--- config.mk ---
export PLATFORM = sky130hd
export DESIGN_NAME = adc_meas_ctrl
export DESIGN_NICKNAME = d
export VERILOG_FILES = /design/src/rtl/adc_meas_ctrl.sv
export SDC_FILE = /design/constraint.sdc
export NUM_CORES = 1
export LEC_CHECK = 0
export ABC_AREA = 1
export BUFFER_PORTS_ARGS = -buffer_cell sky130_fd_sc_hd__buf_4
export CORE_UTILIZATION = 60
export CTS_BUF_LIST = sky130_fd_sc_hd__clkbuf_8
export DETAILED_ROUTE_END_ITERATION = 10
export PLACE_DENSITY = 0.75
export SYNTH_ARGS = -nofsm -noshare
export SYNTH_HDL_FRONTEND = slang
export SYNTH_SLANG_ARGS = --single-unit
--- constraint.sdc ---
create_clock -name sys_clk -period 6.35 [get_ports sys_clk]
set_input_delay 0.3175 -clock sys_clk [delete_from_list [all_inputs] [get_ports sys_clk]]
set_output_delay 0.3175 -clock sys_clk [all_outputs]
set_load 0.1 [all_outputs]
--- src/rtl/adc_meas_ctrl.sv ---
// rtl/adc_meas_ctrl.sv - ADC clocking, zero calibration, window averaging and millivolt conversion
module adc_meas_ctrl #(
  parameter int CLK_DIV  = 25,
  parameter int CAL_LOG2 = 10,
  parameter int AVG_LOG2 = 4,
  parameter int K_POS    = 322520,
  parameter int K_NEG    = 320000,
  parameter int VMAX     = 9999
) (
  input  logic        sys_clk,
  input  logic        sys_rst_n,
  input  logic [7:0]  ad_data,
  input  logic        recal,
  input  logic        hold,
  output logic        ad_clk,
  output logic [15:0] volt,
  output logic        sign,
  output logic        volt_vld,
  output logic        cal_done
);

  localparam int MAX_LOG2 = (CAL_LOG2 > AVG_LOG2) ? CAL_LOG2 : AVG_LOG2;
  localparam int ACC_W    = 8 + MAX_LOG2;
  localparam int CNT_W    = MAX_LOG2;
  localparam int DIV_W    = (CLK_DIV > 2) ? $clog2(CLK_DIV) : 1;

  localparam logic [CNT_W-1:0] CAL_LAST = CNT_W'((1 << CAL_LOG2) - 1);
  localparam logic [CNT_W-1:0] AVG_LAST = CNT_W'((1 << AVG_LOG2) - 1);
  localparam logic [DIV_W-1:0] DIV_LAST = DIV_W'(CLK_DIV - 1);
  localparam logic [27:0]      K_POS_W  = 28'(K_POS);
  localparam logic [27:0]      K_NEG_W  = 28'(K_NEG);
  localparam logic [15:0]      VMAX_W   = 16'(VMAX);

  typedef enum logic [1:0] {ST_CAL, ST_RUN, ST_CONV, ST_UPD} state_t;
  state_t state, state_nxt;

  logic [DIV_W-1:0] div_cnt;
  logic             smp_en;
  logic [ACC_W-1:0] acc;
  logic [ACC_W-1:0] acc_sum;
  logic [CNT_W-1:0] cnt;
  logic [7:0]       zero;
  logic [7:0]       avg;
  logic             cal_last;
  logic             run_last;
  logic signed [8:0] diff;
  logic             neg;
  logic             neg_r;
  logic [8:0]       mag;
  logic [27:0]      prod;
  logic [15:0]      mv;
  logic [15:0]      mv_r;

  // ad_clk free-runs; a sample is taken on its falling toggle
  always_ff @(posedge sys_clk or negedge sys_rst_n) begin
    if (!sys_rst_n) begin
      div_cnt <= '0;
      ad_clk  <= 1'b0;
    end else if (div_cnt == DIV_LAST) begin
      div_cnt <= '0;
      ad_clk  <= ~ad_clk;
    end else begin
      div_cnt <= div_cnt + DIV_W'(1);
    end
  end

  assign smp_en   = (div_cnt == DIV_LAST) && ad_clk;
  assign acc_sum  = acc + ACC_W'(ad_data);
  assign cal_last = smp_en && (state == ST_CAL) && (cnt == CAL_LAST);
  assign run_last = smp_en && (state == ST_RUN) && (cnt == AVG_LAST);

  always_ff @(posedge sys_clk or negedge sys_rst_n) begin
    if (!sys_rst_n) state <= ST_CAL;
    else            state <= state_nxt;
  end

  always_comb begin
    state_nxt = state;
    case (state)
      ST_CAL:  if (cal_last) state_nxt = ST_RUN;
      ST_RUN:  if (run_last) state_nxt = ST_CONV;
      ST_CONV: state_nxt = ST_UPD;
      ST_UPD:  state_nxt = ST_RUN;
      default: state_nxt = ST_CAL;
    endcase
    if (recal) state_nxt = ST_CAL;
  end

  // Asymmetric scale: full positive swing is 127 codes, full negative swing is 128
  always_comb begin
    diff = $signed({1'b0, avg}) - $signed({1'b0, zero});
    neg  = diff[8];
    mag  = neg ? $unsigned(-diff) : $unsigned(diff);
    prod = 28'(mag) * (neg ? K_NEG_W : K_POS_W);
    mv   = 16'(prod >> 13);
    if (mv > VMAX_W) mv = VMAX_W;
  end

  always_ff @(posedge sys_clk or negedge sys_rst_n) begin
    if (!sys_rst_n) begin
      acc      <= '0;
      cnt      <= '0;
      zero     <= 8'd128;
      avg      <= '0;
      mv_r     <= '0;
      neg_r    <= 1'b0;
      volt     <= '0;
      sign     <= 1'b0;
      volt_vld <= 1'b0;
      cal_done <= 1'b0;
    end else begin
      volt_vld <= 1'b0;
      if (recal) begin
        acc      <= '0;
        cnt      <= '0;
        cal_done <= 1'b0;
      end else begin
        case (state)
          ST_CAL, ST_RUN: begin
            if (cal_last) begin
              zero     <= 8'(acc_sum >> CAL_LOG2);
              cal_done <= 1'b1;
              acc      <= '0;
              cnt      <= '0;
            end else if (run_last) begin
              avg <= 8'(acc_sum >> AVG_LOG2);
              acc <= '0;
              cnt <= '0;
            end else if (smp_en) begin
              acc <= acc_sum;
              cnt <= cnt + CNT_W'(1);
            end
          end
          ST_CONV: begin
            mv_r  <= mv;
            neg_r <= neg;
          end
          ST_UPD: begin
            acc <= '0;
            cnt <= '0;
            if (!hold) begin
              volt     <= mv_r;
              sign     <= neg_r && (mv_r != 16'd0);
              volt_vld <= 1'b1;
            end
          end
          default: ;
        endcase
      end
    end
  end

endmodule

==> results by group <==
Final layout
  • Most common cell after layout, fill and taps aside: inv_1
  • Most frequent cells in the layout: inv_1, nand2_1, ha_1
  • # fillers: 1115
  • Final Util: around 69%
  • Share of cells above drive strength 1: between 10% and 20%
  • Synthesis-to-finish area growth: 11.32%
  • Antenna Cells: 0
  • Final #Nets: roughly 1200

Route
  • First-pass DRT Iterations: 6
  • Routed WL: about 17000 um
  • Via count: roughly 6500
  • # DRC: 0
  • Initial DRC Count: between 200 and 250
  • Via density per instance: 5.119
  • WL/cell: ~13 um
  • Post-DRT Antenna Nets: 0

Yosys
  • Mapped cell area: 8179 um^2
  • Yosys warnings: 0
  • Post-synth EDFFs: 0
  • Sequential share of the synthesized area: about a quarter
  • Synth area leader: dfrtp_1
  • Mapped Cells: roughly 1000
  • Average cell area after synthesis: roughly 7.9 um^2
  • Area share of the largest cell type after synthesis: a little over a quarter
  • Synth Flop Type: dfrtp_1
  • Top cells by area, synth: dfrtp_1, ha_1, fa_1, inv_1, nand2_1
  • Distinct cells, synth: 47
  • Ys async rst share: 100.0%
  • Seq cells post-synth: between 80 and 90

Critical path
  • CP arrival: between 6 and 7 ns
  • Critical Path Source Type: flop
  • CP max-delay cell: fa_1
  • Setup crit end kind: flop
  • CP required: between 6 and 7 ns
  • Crit path kind: flop to flop
  • CP peak stage delay: roughly 0.54 ns
  • Worst Path Max Fanout: 13

Floorplanning
  • Rows: 42
  • Total core area: between 10000 and 15000 um^2
  • Die width: 118.8 um
  • Starting Density: 61.76%
  • DIE AREA: 14100 um^2
  • Die Y: 118.8 um
  • I/O pins: 32

CTS
  • H-tree depth: 3
  • Worst-Skew Late Latency: around 0.38 ns
  • Total CTS buffers: 9
  • Clk buf depth: 2
  • Worst-path clk slew: 0.09 ns
  • Root Buffer Master: clkbuf_8
  • Clk sinks: between 80 and 90
  • TritonCTS clock tree: built

Timing
  • Fmax: ~170 MHz
  • Slew Viols, Final: 0
  • Final Hold Fails: 0
  • Worst clock skew: between 0.01 and 0.015 ns
  • Final setup violation count: 0
  • Slew headroom: 44.95%
  • Worst Tran Pin Value: approximately 0.83 ns
  • Tmin final: roughly 6 ns
  • Crit share post-route: 94.46%

Global routing
  • Grt total ovfl: 0
  • Vias in the first global route: approximately 6600
  • All-Layer GR Usage: between 20% and 30%
  • Largest net degree at the start of global routing: 70
  • Global-route wire length before repair: between 20000 and 30000 um
  • Initial antenna violation count: 0

Min path
  • Worst hold-check path type: input port to flop

Placement
  • Input/output buffers: 30
  • GPL Wtd Cong: between 0.9 and 1
  • DP HPWL: about 13000 um

Run status
  • Status: finished, final reports clean

Flow run
  • Total of max-cap violations: 0
synthesized netlist by cell type (2+ instances only):
master and count:
inv_1 219, nand2_1 215, ha_1 94, dfrtp_1 85, nor2_1 67, fa_1 53
o21ai_0 49, a21oi_1 39, nand3_1 36, xor2_1 29, o21ai_1 19, nor3_1 12
nand2_2 11, nand3_2 11, inv_2 10, clkbuf_1 8, nand4_1 8, nor2_2 8
nand3b_1 6, nor3_2 6, xnor2_1 6, nor4_1 5, o22ai_1 5, nor2_4 4
a22o_1 3, a31oi_1 3, buf_2 3, o21ai_2 3, and3_1 2, buf_4 2
or2_2 2
state kept, by name (all words and copies together) (netlist names):
register  flops
avg           8
volt         15
div_cnt       5
zero          8
cal_done      1
mv_r         15
state         2
volt_vld      1
neg_r         1
sign          1
cnt          10
ad_clk        1
acc          18
worst max-delay path: cells and delay by family (launching register included):
kind            cells  cell delay, ns
fa+ha+maj           7            2.77
compound gates      7            1.04
simple gates        9            0.74
buf+inv             7            0.55
flops               1            0.39
xor+xnor            2            0.37
per-layer routing:
| layer | track usage, % | up-vias | part of all wire (%) |
|---|---|---|---|
| met2 | 44.19 | 103 | 49 |
| met4 | 7.832 | 0 | 1.9 |
| met1 | 33.50 | 3046 | 46 |
| li1 | - | 3322 | - |
| met3 | 3.958 | 20 | 2.6 |
| met5 | 0 | - | 0 |
cell type report:
cell class | count | area (um^2) | area share [%]
inverters | 230 | 868.3 | 9.537
multi-input cells | 710 | 5273 | 57.91
clock buffers | 10 | 137.6 | 1.512
clock inverters | 6 | 62.56 | 0.6871
repair buffers | 50 | 390.4 | 4.287
flip-flops and latches | 86 | 2153 | 23.65
well taps | 176 | 220.2 | 2.419
cells by family (layout without fill, tap and decap cells):
family	after synthesis	in the layout	share of synthesized area (%)
adders and majority gates	147	147	27.35
DFF	86	86	26.33
buffers and inverters	247	296	11.76
xor gates and xnor gates	36	36	3.947
AOI/OAI and AO/OA	125	125	8.215
other	1	4	0.04585
and+or+nand+nor	397	398	22.35
timing repair:
action | CTS | global route
resized for setup | 1 | 51
hold endpoints to repair | 17 | 0
pin swaps | 0 | 9
cloned | 0 | 1
hold buffers | 1 | 0
setup buffers | 0 | 6
endpoints found under the setup margin | 13 | 14
worst paths after layout:
kind | to | slack, ns | start | cells past startpoint
setup reg to reg | mv_r[11]$_DFFE_PN0P_ | 0.35 | avg[0]$_DFFE_PN0P_ | 32
min in group asynchronous | mv_r[0]$_DFFE_PN0P_ | 0.36 | sys_rst_n | 2
max in group asynchronous | cnt[0]$_DFFE_PN0P_ | 4.89 | sys_rst_n | 3
hold / removal | volt_vld$_DFF_PN0_ | 0.14 | hold | 2
setup / recovery | mv_r[11]$_DFFE_PN0P_ | 0.35 | avg[0]$_DFFE_PN0P_ | 32
hold reg to reg | zero[7]$_DFFE_PN1P_ | 0.48 | zero[7]$_DFFE_PN1P_ | 2
through the flow:
step                      instances  TNS, ns  setup WS (ns)  cell area (um^2)  hold slack [ns]
after CTS                      1261        0        0.02722              8865           0.1279
after global placement         1244        0        0.06778              8647           0.1968
after floorplan                1042        0         0.4608              8190          0.02191
after global routing           1268  -0.8712        -0.1058              9105           0.1420
final                          1268        0         0.3520              9105           0.1449
after detailed placement       1244  -0.2914       -0.03851              8647           0.1955
Power is not shown: default switching activity piles up to over one toggle a cycle in this logic, so the estimate is an artifact.
